## config.mk

```make
export PLATFORM = sky130hd
export DESIGN_NAME = vga_timing_engine
export DESIGN_NICKNAME = d
export VERILOG_FILES = /design/src/rtl/vga_pkg.sv /design/src/rtl/vga_axis_counter.sv /design/src/rtl/vga_timing_engine.sv
export SDC_FILE = /design/constraint.sdc
export NUM_CORES = 1
export LEC_CHECK = 0
export CAP_MARGIN = 20
export CORE_UTILIZATION = 25
export CTS_BUF_LIST = sky130_fd_sc_hd__clkbuf_2 sky130_fd_sc_hd__clkbuf_4 sky130_fd_sc_hd__clkbuf_8
export DETAILED_ROUTE_END_ITERATION = 10
export HOLD_SLACK_MARGIN = 0.15
export SKIP_LAST_GASP = 1
export SYNTH_ARGS = -nofsm -noshare
export SYNTH_HDL_FRONTEND = slang
export SYNTH_SLANG_ARGS = --single-unit
```

## constraint.sdc

```tcl
create_clock -name iClk_50 -period 3.55 [get_ports iClk_50]
set_clock_uncertainty 0.05 [all_clocks]
set_input_delay 0.71 -clock iClk_50 [delete_from_list [all_inputs] [get_ports iClk_50]]
set_output_delay 0.71 -clock iClk_50 [all_outputs]
set_load 0.05 [all_outputs]
```

## src/rtl/vga_pkg.sv

```systemverilog
// -----------------------------------------------------------------------------
// vga_pkg
// Shared definitions for the VGA raster generator:
//   - default 640x480@60 Hz timing constants and the derived line/frame totals
//   - bit positions of the R/G/B fields inside the 32-bit colour word
//   - helper that packs a {Y, X} coordinate into the 32-bit colour address
// -----------------------------------------------------------------------------
package vga_pkg;

   // Horizontal timing, in pixels
   localparam logic [15:0] H_VISIBLE = 16'd640;
   localparam logic [15:0] H_FRONT   = 16'd16;
   localparam logic [15:0] H_SYNC    = 16'd96;
   localparam logic [15:0] H_BACK    = 16'd48;
   localparam logic [15:0] H_TOTAL   = H_VISIBLE + H_FRONT + H_SYNC + H_BACK;

   // Vertical timing, in lines
   localparam logic [15:0] V_VISIBLE = 16'd480;
   localparam logic [15:0] V_FRONT   = 16'd10;
   localparam logic [15:0] V_SYNC    = 16'd2;
   localparam logic [15:0] V_BACK    = 16'd33;
   localparam logic [15:0] V_TOTAL   = V_VISIBLE + V_FRONT + V_SYNC + V_BACK;

   // Colour word layout: [31:30] unused, then R, G, B (10 bits each)
   localparam int COLOR_W = 10;
   localparam int R_MSB   = 29;
   localparam int R_LSB   = 20;
   localparam int G_MSB   = 19;
   localparam int G_LSB   = 10;
   localparam int B_MSB   = 9;
   localparam int B_LSB   = 0;

   // Channel index 0 = B, 1 = G, 2 = R, matching their order in the word
   function automatic int channel_lsb(input int ch);
      case (ch)
         0:       return B_LSB;
         1:       return G_LSB;
         default: return R_LSB;
      endcase
   endfunction

   function automatic logic [31:0] pack_address(input logic [15:0] y,
                                                input logic [15:0] x);
      return {y, x};
   endfunction

endpackage

```

## src/rtl/vga_axis_counter.sv

```systemverilog
// -----------------------------------------------------------------------------
// vga_axis_counter
// One raster axis: a modulo-TOTAL counter plus its visible and sync decodes.
// Ports:
//   clk, rst_n   clock and asynchronous active-low reset
//   tick         advance request for this axis
//   wrap_in      carry-in; the counter advances only when tick && wrap_in
//   count        current position, 0 .. TOTAL-1
//   wrap_out     high in the cycle the counter steps from TOTAL-1 back to 0
//   active       count < VISIBLE
//   sync_n       low while SYNC_START <= count < SYNC_END
// -----------------------------------------------------------------------------
module vga_axis_counter
   import vga_pkg::*;
#(
   parameter logic [15:0] TOTAL      = H_TOTAL,
   parameter logic [15:0] VISIBLE    = H_VISIBLE,
   parameter logic [15:0] SYNC_START = H_VISIBLE + H_FRONT,
   parameter logic [15:0] SYNC_END   = H_VISIBLE + H_FRONT + H_SYNC
) (
   input  logic        clk,
   input  logic        rst_n,
   input  logic        tick,
   input  logic        wrap_in,
   output logic [15:0] count,
   output logic        wrap_out,
   output logic        active,
   output logic        sync_n
);

   logic [15:0] count_reg;
   logic        advance;
   logic        at_last;

   assign advance  = tick & wrap_in;
   assign at_last  = (count_reg == TOTAL - 16'd1);
   assign wrap_out = advance & at_last;

   always_ff @(posedge clk or negedge rst_n) begin
      if (!rst_n) begin
         count_reg <= '0;
      end else if (advance) begin
         count_reg <= at_last ? 16'd0 : count_reg + 16'd1;
      end
   end

   assign count  = count_reg;
   assign active = (count_reg < VISIBLE);
   assign sync_n = ~((count_reg >= SYNC_START) && (count_reg < SYNC_END));

endmodule

```

## src/rtl/vga_timing_engine.sv

```systemverilog
// -----------------------------------------------------------------------------
// vga_timing_engine
// 640x480@60 Hz raster generator running from the 50 MHz system clock with a
// 25 MHz pixel enable. Publishes the current {Y, X} to the colour source and
// registers the returned colour, blank and syncs one pixel later for the DAC.
// Ports:
//   iClk_50            50 MHz system clock
//   nRst               asynchronous active-low reset
//   iVGA_colorData     colour for oVGA_colorAddress ([29:20]R [19:10]G [9:0]B)
//   oVGA_colorAddress  {Y[15:0], X[15:0]} of the live counters
//   oVGA_R/G/B         10-bit colour to DAC, zero outside the visible area
//   oVGA_Clk           25 MHz pixel clock (the pixel-enable register)
//   oVGA_Blank         BLANK_N, high on visible pixels
//   oVGA_HSync         horizontal sync, active low
//   oVGA_VSync         vertical sync, active low
//   oVGA_Sync          SYNC_N, tied low (no sync-on-green)
//   oFrameStart        one-clock pulse after the tick at (0,0)
// -----------------------------------------------------------------------------
module vga_timing_engine
   import vga_pkg::*;
#(
   parameter logic [15:0] H_VISIBLE = vga_pkg::H_VISIBLE,
   parameter logic [15:0] H_FRONT   = vga_pkg::H_FRONT,
   parameter logic [15:0] H_SYNC    = vga_pkg::H_SYNC,
   parameter logic [15:0] H_BACK    = vga_pkg::H_BACK,
   parameter logic [15:0] V_VISIBLE = vga_pkg::V_VISIBLE,
   parameter logic [15:0] V_FRONT   = vga_pkg::V_FRONT,
   parameter logic [15:0] V_SYNC    = vga_pkg::V_SYNC,
   parameter logic [15:0] V_BACK    = vga_pkg::V_BACK
) (
   input  logic        iClk_50,
   input  logic        nRst,
   input  logic [31:0] iVGA_colorData,
   output logic [31:0] oVGA_colorAddress,
   output logic [9:0]  oVGA_R,
   output logic [9:0]  oVGA_G,
   output logic [9:0]  oVGA_B,
   output logic        oVGA_Clk,
   output logic        oVGA_Blank,
   output logic        oVGA_HSync,
   output logic        oVGA_VSync,
   output logic        oVGA_Sync,
   output logic        oFrameStart
);

   localparam logic [15:0] LINE_TOTAL  = H_VISIBLE + H_FRONT + H_SYNC + H_BACK;
   localparam logic [15:0] FRAME_LINES = V_VISIBLE + V_FRONT + V_SYNC + V_BACK;

   logic        ce_reg;
   logic        pix_tick;
   logic [15:0] x_count;
   logic [15:0] y_count;
   logic        h_wrap;
   logic        h_active;
   logic        v_active;
   logic        h_sync_n;
   logic        v_sync_n;
   logic        v_wrap_unused;
   logic [1:0]  color_top_unused;
   logic        visible;
   logic        blank_reg;
   logic        hsync_reg;
   logic        vsync_reg;
   logic        frame_start_reg;
   logic [29:0] rgb_bus;

   // ce alternates every system clock; the cycle it is high is the pixel tick,
   // so the counters and the output stage move on the edge where oVGA_Clk falls.
   always_ff @(posedge iClk_50 or negedge nRst) begin
      if (!nRst) begin
         ce_reg <= 1'b0;
      end else begin
         ce_reg <= ~ce_reg;
      end
   end

   assign pix_tick = ce_reg;

   vga_axis_counter #(
      .TOTAL      (LINE_TOTAL),
      .VISIBLE    (H_VISIBLE),
      .SYNC_START (H_VISIBLE + H_FRONT),
      .SYNC_END   (H_VISIBLE + H_FRONT + H_SYNC)
   ) u_h_counter (
      .clk      (iClk_50),
      .rst_n    (nRst),
      .tick     (pix_tick),
      .wrap_in  (1'b1),
      .count    (x_count),
      .wrap_out (h_wrap),
      .active   (h_active),
      .sync_n   (h_sync_n)
   );

   // The vertical axis steps once per line, on the horizontal wrap.
   vga_axis_counter #(
      .TOTAL      (FRAME_LINES),
      .VISIBLE    (V_VISIBLE),
      .SYNC_START (V_VISIBLE + V_FRONT),
      .SYNC_END   (V_VISIBLE + V_FRONT + V_SYNC)
   ) u_v_counter (
      .clk      (iClk_50),
      .rst_n    (nRst),
      .tick     (h_wrap),
      .wrap_in  (1'b1),
      .count    (y_count),
      .wrap_out (v_wrap_unused),
      .active   (v_active),
      .sync_n   (v_sync_n)
   );

   assign oVGA_colorAddress = pack_address(y_count, x_count);
   assign visible           = h_active & v_active;
   assign color_top_unused  = iVGA_colorData[31:30];

   // Colour channels share one template; rgb_bus keeps the input word layout.
   generate
      for (genvar gi = 0; gi < 3; gi++) begin : g_chan
         localparam int LSB = channel_lsb(gi);
         logic [COLOR_W-1:0] chan_reg;

         always_ff @(posedge iClk_50 or negedge nRst) begin
            if (!nRst) begin
               chan_reg <= '0;
            end else if (pix_tick) begin
               chan_reg <= visible ? iVGA_colorData[LSB +: COLOR_W] : '0;
            end
         end

         assign rgb_bus[gi*COLOR_W +: COLOR_W] = chan_reg;
      end
   endgenerate

   // Blank and syncs are sampled on the same tick as the colour so all DAC
   // signals describe the same pixel.
   always_ff @(posedge iClk_50 or negedge nRst) begin
      if (!nRst) begin
         blank_reg       <= 1'b0;
         hsync_reg       <= 1'b1;
         vsync_reg       <= 1'b1;
         frame_start_reg <= 1'b0;
      end else begin
         frame_start_reg <= pix_tick && (x_count == 16'd0) && (y_count == 16'd0);
         if (pix_tick) begin
            blank_reg <= visible;
            hsync_reg <= h_sync_n;
            vsync_reg <= v_sync_n;
         end
      end
   end

   assign oVGA_R      = rgb_bus[R_MSB:R_LSB];
   assign oVGA_G      = rgb_bus[G_MSB:G_LSB];
   assign oVGA_B      = rgb_bus[B_MSB:B_LSB];
   assign oVGA_Clk    = ce_reg;
   assign oVGA_Blank  = blank_reg;
   assign oVGA_HSync  = hsync_reg;
   assign oVGA_VSync  = vsync_reg;
   assign oVGA_Sync   = 1'b0;
   assign oFrameStart = frame_start_reg;

endmodule
```

==> flow_summary.yaml <==
die:
  ios: 102
  dieArea_mm2: 0.0123
  fp-row-count: 39
  start_util_pct: 25.8
  chipHeight_um: 111
  coreArea_mm2: 0.0115
  die_w_um: 111
setup_path:
  worstSetupEndpointType: "flip-flop"
  worstPathArrival_ns: 2.88
  max_stage_delay_ns: 0.60
  reg2reg_to: "u_v_counter.count[15]$_DFFE_PN0P_"
  critPathLaunchType: "flip-flop"
  critPathBufInv: 1
  cp_cell_sequence: "or4_4, or3_4, or4_1, buf_4, nor3_2, xor2_1"
  critPathKind: "flip-flop to flip-flop"
  worstReg2RegStart: "u_h_counter.count[13]$_DFFE_PN0P_"
  reg2regPathDepth: 6
  regToRegSetupSlack_ns: 0.88
  worstPathMaxFanout: 15
  cp_slowest_cell: "or4_1"
  cp.required_ns: 3.76
  crit_family: "simple AND/OR/NAND/NOR gates"
sta:
  maxSlewViolCount: 0
  hold_viol_final: 0
  max_slew_margin_pct: 49.3
  tightestPinTransition_ns: 0.761
  rsz0062_at_grt: "no"
  max_freq_mhz: 374
  fin_crit_sh_pct: 75.3
  finalSetupViolations: 0
  fin_ws_ns: 0.875
  fin_crit_ns: 2.67
  hold_slack_ns: 0.169
  tns_ns: 0
pwr:
  pwr-share-seq_pct: 48.4
  vdd_ir_drop_max_mv: 0.166
  power.density_mw_per_mm2: 378
  pwr-share-comb_pct: 10.2
  p_int_w: 0.00123
  p_clk_share_pct: 41.4
  swShare_pct: 24.7
  p_leak_nw: 1.81
  power_switching_w: 0.000403
clock_network:
  clock_latency_ns: 0.34
  cts_tree: "done"
  cts_root_buf: "clkbuf_8"
  ctsResizeCount: 0
  path_clk_slew_ns: 0.08
  hold_buffers: 0
  cts_setup_buffers: 0
  cts.path.max_buffers: 2
  htreeDepth: 3
  cts.sinks: 67
  cts_made_buffers: 9
synthesis:
  syn_area_mm2: 0.00298
  synth_area_leaders: "dfrtp_1 55%, a22o_1 8.8%, xnor2_1 2.9%"
  synth_edf_count: 0
  synth_ff_type: "dfrtp_1"
  avgSynthCellArea_um2: 11.2
  synth_top_area_share_pct: 54.6
  synth_cell_types: 42
  synth.ff_latch_count: 67
  synthCells: 266
  seq_area_frac_synth_pct: 56.4
  syn_nets: 304
  synth_commonest_cells: "65 x dfrtp_1, 30 x a22o_1, 17 x nand2_1, 17 x nor2_1, 14 x nand3_1"
  synth_warnings: 0
  async_reset_ff_share_pct: 100
  synth.most_common_cell: "dfrtp_1"
  yosysTopAreaCell: "dfrtp_1"
routing:
  dr.pass1.iters: 7
  wirelength_um: 7770
  num_vias: 2503
  drcViolationCount: 4
  via_per_inst: 4.88
  first_iter_violations: 99
  wl_per_cell_um: 15.1
  ant_nets: 0
grt:
  grt_max_degree: 59
  grt_overflow: 0
  track_usage_pct: 13.1
  grt_pass1_vias: 2521
  grt_pass1_wl_um: 12800
  antenna_found_initial: 0
layout:
  multi_input_area_mm2: 0.00121
  drive_gt1_share_pct: 8.38
  nNetsFinal: 403
  fin_util_pct: 37.6
  regArea_mm2: 0.00168
  fillCellCount: 1187
  n_antenna_cell: 0
  area_delta_synth_final_pct: 45.3
place:
  port_buffers: 98
  gp_congestion: 0.760
  hpwl_um: 5410
  dp_slack_ns: 0.873
status:
  status: "complete, but fails checks"
  violations: "design-rule violations"
job:
  max_cap_violations: 0
min_path:
  hp-class: "input port to async pin"
==> through the flow <==
stage               instance area, um^2  instances  total power (W)
global placement                   4110        497         0.000972
global route                       4330        513          0.00170
floorplan                          2980        266         0.000884
CTS                                4330        513          0.00166
detailed placement                 4110        497         0.000974
finish                             4330        513          0.00163
==> cell families (layout without fill, tap and decap cells) <==
group / after synthesis / after routing / synth area share (%)
flip-flops: 67 / 67 / 56.4
AND/OR/NAND/NOR: 90 / 90 / 17.0
multiplexers: 2 / 2 / 0.757
XOR/XNOR: 16 / 16 / 4.71
adder cells (fa/ha/maj): 4 / 4 / 1.68
other: 1 / 1 / 0.126
AO/OA/AOI/OAI: 63 / 63 / 16.0
buffers and inverters: 23 / 127 / 3.32
==> area by class of cell <==
class	instances	area share [%]
clock inverter	4	1.10
clock buffer	12	3.82
tap	143	4.14
multi-input combinational	176	28.0
timing repair buffer	103	23.4
sequential	67	38.8
inverter	8	0.694
==> layer usage <==
layer	global-route usage, %	up-vias	part of all wire, %
met3	5.08	11	7.2
met2	21.3	89	47
met1	16.2	1232	45
met5	0	-	0
li1	-	1171	-
met4	3.24	0	1.2
==> worst max-delay path by stage <==
stage	end	from	depth (start not counted)
4_1_cts	u_v_counter.count[15]$_DFFE_PN0P_	u_h_counter.count[13]$_DFFE_PN0P_	6
6_report	u_v_counter.count[15]$_DFFE_PN0P_	u_h_counter.count[13]$_DFFE_PN0P_	6
2_1_floorplan	u_v_counter.count[13]$_DFFE_PN0P_	u_h_counter.count[13]$_DFFE_PN0P_	6
3_3_place_gp	u_v_counter.count[13]$_DFFE_PN0P_	u_h_counter.count[13]$_DFFE_PN0P_	5
3_5_place_dp	u_v_counter.count[13]$_DFFE_PN0P_	u_h_counter.count[13]$_DFFE_PN0P_	5
5_1_grt	u_v_counter.count[4]$_DFFE_PN0P_	u_h_counter.count[13]$_DFFE_PN0P_	6
==> cell usage in the layout, fill, tap and decap left out, types with 8 or more instances in the layout <==
cell type	n
clkbuf_8	12
dfrtp_1	65
nand3_1	14
nor2_1	17
xnor2_1	10
a22o_1	30
nand2_1	17
o31ai_1	8
o21ai_0	13
clkdlybuf4s50_1	97
==> power by group through the flow <==
stage | combinational (W) | clock [W] | sequential (W)
2_1_floorplan | 0.0000179 | 0 | 0.000866
3_3_place_gp | 0.000167 | 0 | 0.000805
3_5_place_dp | 0.000169 | 0 | 0.000805
4_1_cts | 0.000169 | 0.000700 | 0.000791
5_1_grt | 0.000176 | 0.000730 | 0.000793
6_report | 0.000166 | 0.000676 | 0.000791
(Power assumes the default switching activity.)
